File: config.mk
export PLATFORM = sky130hd
export DESIGN_NAME = digit_matrix_scanner
export DESIGN_NICKNAME = d
export VERILOG_FILES = /design/src/rtl/digit_matrix_scanner_pkg.sv /design/src/rtl/digit_matrix_scanner_s2b.sv /design/src/rtl/digit_matrix_scanner.sv
export SDC_FILE = /design/constraint.sdc
export NUM_CORES = 1
export LEC_CHECK = 0
export CORE_UTILIZATION = 45
export DETAILED_ROUTE_END_ITERATION = 12
export GPL_TIMING_DRIVEN = 0
export PLACE_DENSITY = 0.69
export REMOVE_ABC_BUFFERS = 1
export SYNTH_ARGS = -nofsm -noshare
export SYNTH_HDL_FRONTEND = slang
export SYNTH_SLANG_ARGS = --single-unit
File: constraint.sdc
create_clock -name clk -period 2.8 [get_ports clk]
set_clock_uncertainty 0.15 [all_clocks]
set_input_delay 0.56 -clock clk [delete_from_list [all_inputs] [get_ports clk]]
set_output_delay 0.56 -clock clk [all_outputs]
set_load 0.01 [all_outputs]
File: src/rtl/digit_matrix_scanner_pkg.sv
// Shared widths and scan-FSM encoding for the dot-matrix digit scanner.
// Pure declarations: no latency, no flow control.
package digit_matrix_scanner_pkg;

  localparam int SEG_W  = 7;
  localparam int BMP_W  = 5;
  localparam int LINE_W = 3;

  typedef enum logic [2:0] {
    ST_IDLE,
    ST_SETUP,
    ST_SHIFT_LO,
    ST_SHIFT_HI,
    ST_LATCH,
    ST_DWELL
  } state_e;

endpackage

File: src/rtl/digit_matrix_scanner_s2b.sv
// Seven-segment code {a,b,c,d,e,f,g} to one 5-pixel line of a 5-line glyph.
// Purely combinational; no flow control.
module segments_to_bitmap
  import digit_matrix_scanner_pkg::*;
(
  input  logic [SEG_W-1:0]  segments,
  input  logic [LINE_W-1:0] line,
  output logic [BMP_W-1:0]  bits
);

  logic a, b, c, d, e, f, g;

  assign {a, b, c, d, e, f, g} = segments;

  // Corners light only when the adjoining horizontal bar is off, giving rounded glyphs.
  always_comb begin
    bits = '0;
    case (line)
      3'd0:    bits = {f & ~a, a, a, a, b & ~a};
      3'd1:    bits = {f, 3'b000, b};
      3'd2:    bits = {(f | e) & ~g, g, g, g, (b | c) & ~g};
      3'd3:    bits = {e, 3'b000, c};
      3'd4:    bits = {e & ~d, d, d, d, c & ~d};
      default: bits = '0;
    endcase
  end

endmodule

File: src/rtl/digit_matrix_scanner.sv
// Scans a frame of seven-segment digits onto a dot-matrix via serial row shift + latch.
// Line period 1 + 2*DIV*(6*DIGITS-1) + 1 + DWELL cycles; no backpressure, load is a strobe.
module digit_matrix_scanner
  import digit_matrix_scanner_pkg::*;
#(
  parameter int DIGITS = 4,
  parameter int LINES  = 5,
  parameter int DIV    = 2,
  parameter int DWELL  = 1000
) (
  input  logic                    clk,
  input  logic                    rst_n,
  input  logic                    en,
  input  logic                    load,
  input  logic [SEG_W*DIGITS-1:0] seg_in,
  output logic                    pending,
  output logic                    row_data,
  output logic                    shift_clk,
  output logic                    row_latch,
  output logic [LINE_W-1:0]       row_sel
);

  localparam int DIG_W   = (DIGITS > 1) ? $clog2(DIGITS) : 1;
  localparam int CNT_MAX = (DIV > DWELL) ? DIV : DWELL;
  localparam int CNT_W   = $clog2(CNT_MAX + 1);
  localparam logic [DIG_W-1:0]  LAST_DIG  = DIG_W'(DIGITS - 1);
  localparam logic [LINE_W-1:0] LAST_LINE = LINE_W'(LINES - 1);
  localparam logic [CNT_W-1:0]  DIV_END   = CNT_W'(DIV - 1);
  localparam logic [CNT_W-1:0]  DWELL_END = CNT_W'(DWELL - 1);

  state_e                          state_q, state_d;
  logic [DIGITS-1:0][SEG_W-1:0]    shadow_q, shadow_d;
  logic [DIGITS-1:0][SEG_W-1:0]    display_q, display_d;
  logic                            pending_q, pending_d;
  logic [LINE_W-1:0]               line_q, line_d;
  logic [DIG_W-1:0]                digit_q, digit_d;
  logic [2:0]                      bit_q, bit_d;
  logic                            gap_q, gap_d;
  logic [CNT_W-1:0]                cnt_q, cnt_d;
  logic                            row_data_q, row_data_d;
  logic                            shift_clk_q, shift_clk_d;
  logic                            row_latch_q, row_latch_d;
  logic [LINE_W-1:0]               row_sel_q, row_sel_d;

  logic [DIG_W-1:0] adv_digit, cur_digit;
  logic [2:0]       adv_bit, cur_bit;
  logic             adv_gap, cur_gap, line_done;
  logic [SEG_W-1:0] cur_seg;
  logic [BMP_W-1:0] bitmap;

  // Next stream position after the current bit; only consumed at the end of SHIFT_HI.
  always_comb begin
    adv_digit = digit_q;
    adv_bit   = bit_q;
    adv_gap   = gap_q;
    line_done = 1'b0;
    if (gap_q) begin
      adv_gap   = 1'b0;
      adv_digit = digit_q - 1'b1;
      adv_bit   = 3'd4;
    end else if (bit_q != 3'd0) begin
      adv_bit = bit_q - 1'b1;
    end else if (digit_q == '0) begin
      line_done = 1'b1;
    end else begin
      adv_gap = 1'b1;
    end
  end

  assign cur_digit = (state_q == ST_SHIFT_HI) ? adv_digit : digit_q;
  assign cur_bit   = (state_q == ST_SHIFT_HI) ? adv_bit   : bit_q;
  assign cur_gap   = (state_q == ST_SHIFT_HI) ? adv_gap   : gap_q;
  assign cur_seg   = display_q[cur_digit];

  segments_to_bitmap u_s2b (
    .segments (cur_seg),
    .line     (line_q),
    .bits     (bitmap)
  );

  always_comb begin
    state_d    = state_q;
    shadow_d   = shadow_q;
    display_d  = display_q;
    pending_d  = pending_q;
    line_d     = line_q;
    digit_d    = digit_q;
    bit_d      = bit_q;
    gap_d      = gap_q;
    cnt_d      = cnt_q;
    row_data_d = row_data_q;
    row_sel_d  = row_sel_q;

    if (load) begin
      shadow_d  = seg_in;
      pending_d = 1'b1;
    end

    case (state_q)
      ST_IDLE: begin
        if (en) begin
          state_d = ST_SETUP;
          line_d  = '0;
        end
      end
      ST_SETUP: begin
        state_d = ST_SHIFT_LO;
        cnt_d   = '0;
      end
      ST_SHIFT_LO: begin
        if (cnt_q == DIV_END) begin
          state_d = ST_SHIFT_HI;
          cnt_d   = '0;
        end else begin
          cnt_d = cnt_q + 1'b1;
        end
      end
      ST_SHIFT_HI: begin
        if (cnt_q == DIV_END) begin
          cnt_d   = '0;
          digit_d = adv_digit;
          bit_d   = adv_bit;
          gap_d   = adv_gap;
          state_d = line_done ? ST_LATCH : ST_SHIFT_LO;
        end else begin
          cnt_d = cnt_q + 1'b1;
        end
      end
      ST_LATCH: begin
        state_d = ST_DWELL;
        cnt_d   = '0;
      end
      ST_DWELL: begin
        if (cnt_q == DWELL_END) begin
          line_d  = (line_q == LAST_LINE) ? '0 : line_q + 1'b1;
          state_d = en ? ST_SETUP : ST_IDLE;
        end else begin
          cnt_d = cnt_q + 1'b1;
        end
      end
      default: state_d = ST_IDLE;
    endcase

    // Frame swap only at the top of line 0 so a frame never mixes old and new digits.
    if (state_d == ST_SETUP) begin
      digit_d = LAST_DIG;
      bit_d   = 3'd4;
      gap_d   = 1'b0;
      if (line_d == '0) begin
        display_d = shadow_q;
        if (!load) pending_d = 1'b0;
      end
    end

    if (state_d == ST_SHIFT_LO && state_q != ST_SHIFT_LO)
      row_data_d = cur_gap ? 1'b0 : bitmap[cur_bit];
    if (state_d == ST_IDLE)
      row_data_d = 1'b0;
    if (state_d == ST_LATCH)
      row_sel_d = line_q;

    shift_clk_d = (state_d == ST_SHIFT_HI);
    row_latch_d = (state_d == ST_LATCH);
  end

  always_ff @(posedge clk or negedge rst_n) begin
    if (!rst_n) begin
      state_q     <= ST_IDLE;
      shadow_q    <= '0;
      display_q   <= '0;
      pending_q   <= 1'b0;
      line_q      <= '0;
      digit_q     <= '0;
      bit_q       <= '0;
      gap_q       <= 1'b0;
      cnt_q       <= '0;
      row_data_q  <= 1'b0;
      shift_clk_q <= 1'b0;
      row_latch_q <= 1'b0;
      row_sel_q   <= '0;
    end else begin
      state_q     <= state_d;
      shadow_q    <= shadow_d;
      display_q   <= display_d;
      pending_q   <= pending_d;
      line_q      <= line_d;
      digit_q     <= digit_d;
      bit_q       <= bit_d;
      gap_q       <= gap_d;
      cnt_q       <= cnt_d;
      row_data_q  <= row_data_d;
      shift_clk_q <= shift_clk_d;
      row_latch_q <= row_latch_d;
      row_sel_q   <= row_sel_d;
    end
  end

  assign pending   = pending_q;
  assign row_data  = row_data_q;
  assign shift_clk = shift_clk_q;
  assign row_latch = row_latch_q;
  assign row_sel   = row_sel_q;

endmodule

==> impl_metrics.tcl <==
set metrics [dict create \
    root_buffer "clkbuf_8" \
    critPathArrivalTime_ps 2770 \
    worst-slew-pin-transition_ps 1220 \
    clock_sink_count 85 \
    mapped_cell_area_um2 4471 \
    postSynthCellCount 375 \
    power.density_nw_per_um2 420.4 \
    drt_first_pass_iters 4 \
    timing.critical_path.to_type "flip-flop" \
    power.share.switching_pct 23.93 \
    tritoncts "yes" \
    status "finished clean" \
    clk_path_buf_depth 2 \
    critPathKind "reg -> reg" \
    standby_leakage_power_uw 0.002304 \
    die_footprint_um2 10340 \
    timing.critical_path.slowest_stage_cell "or4_1" \
    clkLatencyLatePin_ps 360 \
    hold_viol 0 \
    num_antenna_cells 0 \
    drt_iter0_markers 168 \
    grtUsageTotal_pct 17.86 \
    tritoncts.num_buffers 9 \
    fraction_of_layout_cells_with_a_size_suffix_above_1_pct 28.37 \
    crit_path_cell_trace "nor4_2, nand4_2, mux2i_4, or2_1, or4_1, o32a_1" \
    initial_antenna_violation_count 0 \
    post_synth.cell_area_avg_um2 11.92 \
    place_area_um2 4977 \
    dpl.hpwl_um 5881 \
    drt_wl_total_um 8295 \
    first_pass_grt_wire_length_um 14370 \
    synthesis.yosys.warnings 0 \
    power.ir.vdd_worst_mv 0.2164 \
    achievable-frequency_mhz 374.5 \
    most-common-layout-cells "83 x dfrtp_1, 59 x mux2_2, 37 x clkdlybuf4s50_1" \
    routabilityCongestion 0.8044 \
    number_of_distinct_standard_cells_referenced_by_the_synthesized_netlist 60 \
    number_of_flops_mapped_to_enable_cells_by_yosys 0 \
    final_cell_count_no_fill 556 \
    coreArea_um2 9684 \
    ys_async_sr_fraction_pct 100.0 \
    post-place-cells 533 \
    clk_transition_reported_paths_ps 90 \
    post-route-cell-area_um2 5236 \
    routed_via_density 5.475 \
    critPathMaxFanout 7 \
    power.switching_uw 526.8 \
    post-route-drc-count 0 \
    internal_power_uw 1675 \
    synth.yosys.seq_area_share_pct 47.58 \
    layout.cells.most_common "dfrtp_1" \
    dieHeight_um 101.7 \
    setup_viol 0 \
    fin_crit_sh_pct 95.37 \
    boundaryPins 39 \
    min_period_ps 2670 \
    clockPowerShare_pct 35.9 \
    worst-endpoint-required_ps 2900 \
    worst_setup_path_start_kind "flip-flop" \
    final_nets 460 \
    post_drt_wl_per_cell_um 14.92 \
    max_stage_delay_ps 550 \
    synth_seq_cells 85 \
    relSlewSlack_pct 18.41 \
    final_antenna_violating_net_count 0 \
    numPortBuffers 38 \
    grt_start_max_net_pins 58 \
    grt_pass1_vias 3013 \
    die_w_um 101.7 \
    cp_bufs_invs 0 \
    slew_viol_final 0 \
    rsz_0062_raised_after_global_routing "no" \
    layout.filler_cells 847 \
    p_comb_share_pct 5.6 \
    initial_core_util_pct 46.16 \
    cap_violations 0 \
    grt_overflow 0 \
    power.sequential.fraction_pct 58.5 \
    num_rows 36 \
    route.vias.total 3044 \
    synthToLayoutAreaGrowth_pct 17.13 \
    synth-main-ff-cell "dfrtp_1" \
    cp_top_family "simple AND/OR/NAND/NOR gates" \
    h-tree-depth 3 \
    hold_class "reg -> reg" \
]
kinds of logic after synthesis:
group / count (synthesis) / share of synthesized area [%]
AO/OA/AOI/OAI: 62 / 8.873
XOR/XNOR: 1 / 0.1959
adder cells (fa/ha/maj): 10 / 2.799
buffers and inverters: 30 / 3.498
flip-flops: 85 / 47.58
multiplexers: 89 / 24.55
AND/OR/NAND/NOR: 98 / 12.51
worst reg2reg max path, stage by stage (launching register included):
cell and delay (ps):
dfrtp_1 460, nor4_2 300, nand4_2 260, mux2i_4 280, or2_1 260, or4_1 550
o32a_1 300
final cells by class:
| type | count | area [um^2] | share of cell area (%) |
|---|---|---|---|
| Sequential cell | 85 | 2132 | 40.72 |
| Inverter | 14 | 52.55 | 1.004 |
| Timing Repair Buffer | 48 | 490.5 | 9.367 |
| Clock inverter | 6 | 48.80 | 0.9319 |
| Multi-Input combinational cell | 260 | 2218 | 42.37 |
| Tap cell | 133 | 166.4 | 3.178 |
| Clock buffer | 10 | 127.6 | 2.437 |
state kept, by name, indices dropped and copies added, names as in the netlist:
name       count
bit_q          3
cnt_q         10
digit_q        2
display_q     28
gap_q          1
line_q         3
pending        1
row_data       1
row_latch      1
row_sel        3
shadow_q      28
shift_clk      1
state_q        3
worst paths after layout:
| path | endpoint | from | cells past startpoint | slack [ps] |
|---|---|---|---|---|
| hold / removal | row_sel[1]$_DFFE_PN0P_ | row_sel[1]$_DFFE_PN0P_ | 2 | 340 |
| hold reg to reg | row_sel[1]$_DFFE_PN0P_ | row_sel[1]$_DFFE_PN0P_ | 2 | 340 |
| max in group asynchronous | digit_q[1]$_DFFE_PN0P_ | rst_n | 3 | 1360 |
| setup / recovery | row_data$_DFFE_PN0P_ | cnt_q[7]$_DFFE_PN0P_ | 6 | 130 |
| setup reg to reg | row_data$_DFFE_PN0P_ | cnt_q[7]$_DFFE_PN0P_ | 6 | 130 |
| min in group asynchronous | cnt_q[5]$_DFFE_PN0P_ | rst_n | 2 | 530 |
per-stage QoR:
stage	util, %	hold WS (ps)	TNS [ps]	setup WS (ps)	power, uW
after floorplan	-	114.4	-33600	-1191	1348
after global placement	50.74	320.1	-228940	-2275	1429
after detailed placement	51.40	327.2	-9104	-761.1	1440
after CTS	53.89	348.9	0	39.59	2229
after global routing	54.07	375.7	0	3.022	2296
final	54.07	343.7	0	129.5	2201
power groups by stage:
stage	Combinational (uW)	Sequential (uW)	Clock (uW)
6_report	124	1290	790
5_1_grt	139	1290	865
4_1_cts	129	1290	813
3_5_place_dp	127	1310	0
3_3_place_gp	118	1310	0
2_1_floorplan	43.5	1300	0
synthesized netlist by cell type (2+ instances only):
| cell | instances | area, um^2 |
|---|---|---|
| mux2i_1 | 14 | 140.1 |
| clkbuf_1 | 4 | 15.01 |
| nor4_1 | 2 | 12.51 |
| buf_6 | 2 | 22.52 |
| o21ai_0 | 24 | 120.1 |
| mux4_2 | 6 | 135.1 |
| mux2_4 | 9 | 135.1 |
| nor3_1 | 3 | 15.01 |
| ha_1 | 10 | 125.1 |
| nor4_2 | 2 | 25.02 |
| nor2_1 | 23 | 86.33 |
| and3_1 | 3 | 18.77 |
| dfrtp_1 | 85 | 2127 |
| buf_2 | 7 | 35.03 |
| nand2_1 | 21 | 78.83 |
| nand3_1 | 9 | 45.04 |
| or2_2 | 3 | 18.77 |
| inv_1 | 13 | 48.80 |
| o2111ai_1 | 2 | 17.52 |
| a211oi_1 | 4 | 30.03 |
| a21oi_1 | 9 | 45.04 |
| o32a_1 | 2 | 20.02 |
| a31oi_1 | 3 | 18.77 |
| nand4_2 | 2 | 25.02 |
| nand2b_1 | 6 | 37.54 |
| o31ai_1 | 4 | 30.03 |
| and2_1 | 2 | 12.51 |
| a22oi_1 | 2 | 15.01 |
| nand4_1 | 3 | 18.77 |
| o211ai_1 | 2 | 15.01 |
| nor2b_1 | 7 | 43.79 |
| mux2_2 | 59 | 664.4 |
routing by layer:
metal  wire, um  global-route usage, %  part of all wire [%]
met1       3884                  23.61                    47
met2       4047                  29.31                    49
met3        273                  3.451                   3.3
met4         89                  6.355                   1.1
met5          0                      0                     0
what timing repair did:
item	CTS	global route
pin swaps	2	0
hold buffers	1	0
hold endpoints to repair	28	0
endpoints found under the setup margin	30	32
buffers inserted	5	1
gates resized for setup	5	5
Note: power is estimated with default switching activity, not from simulation.
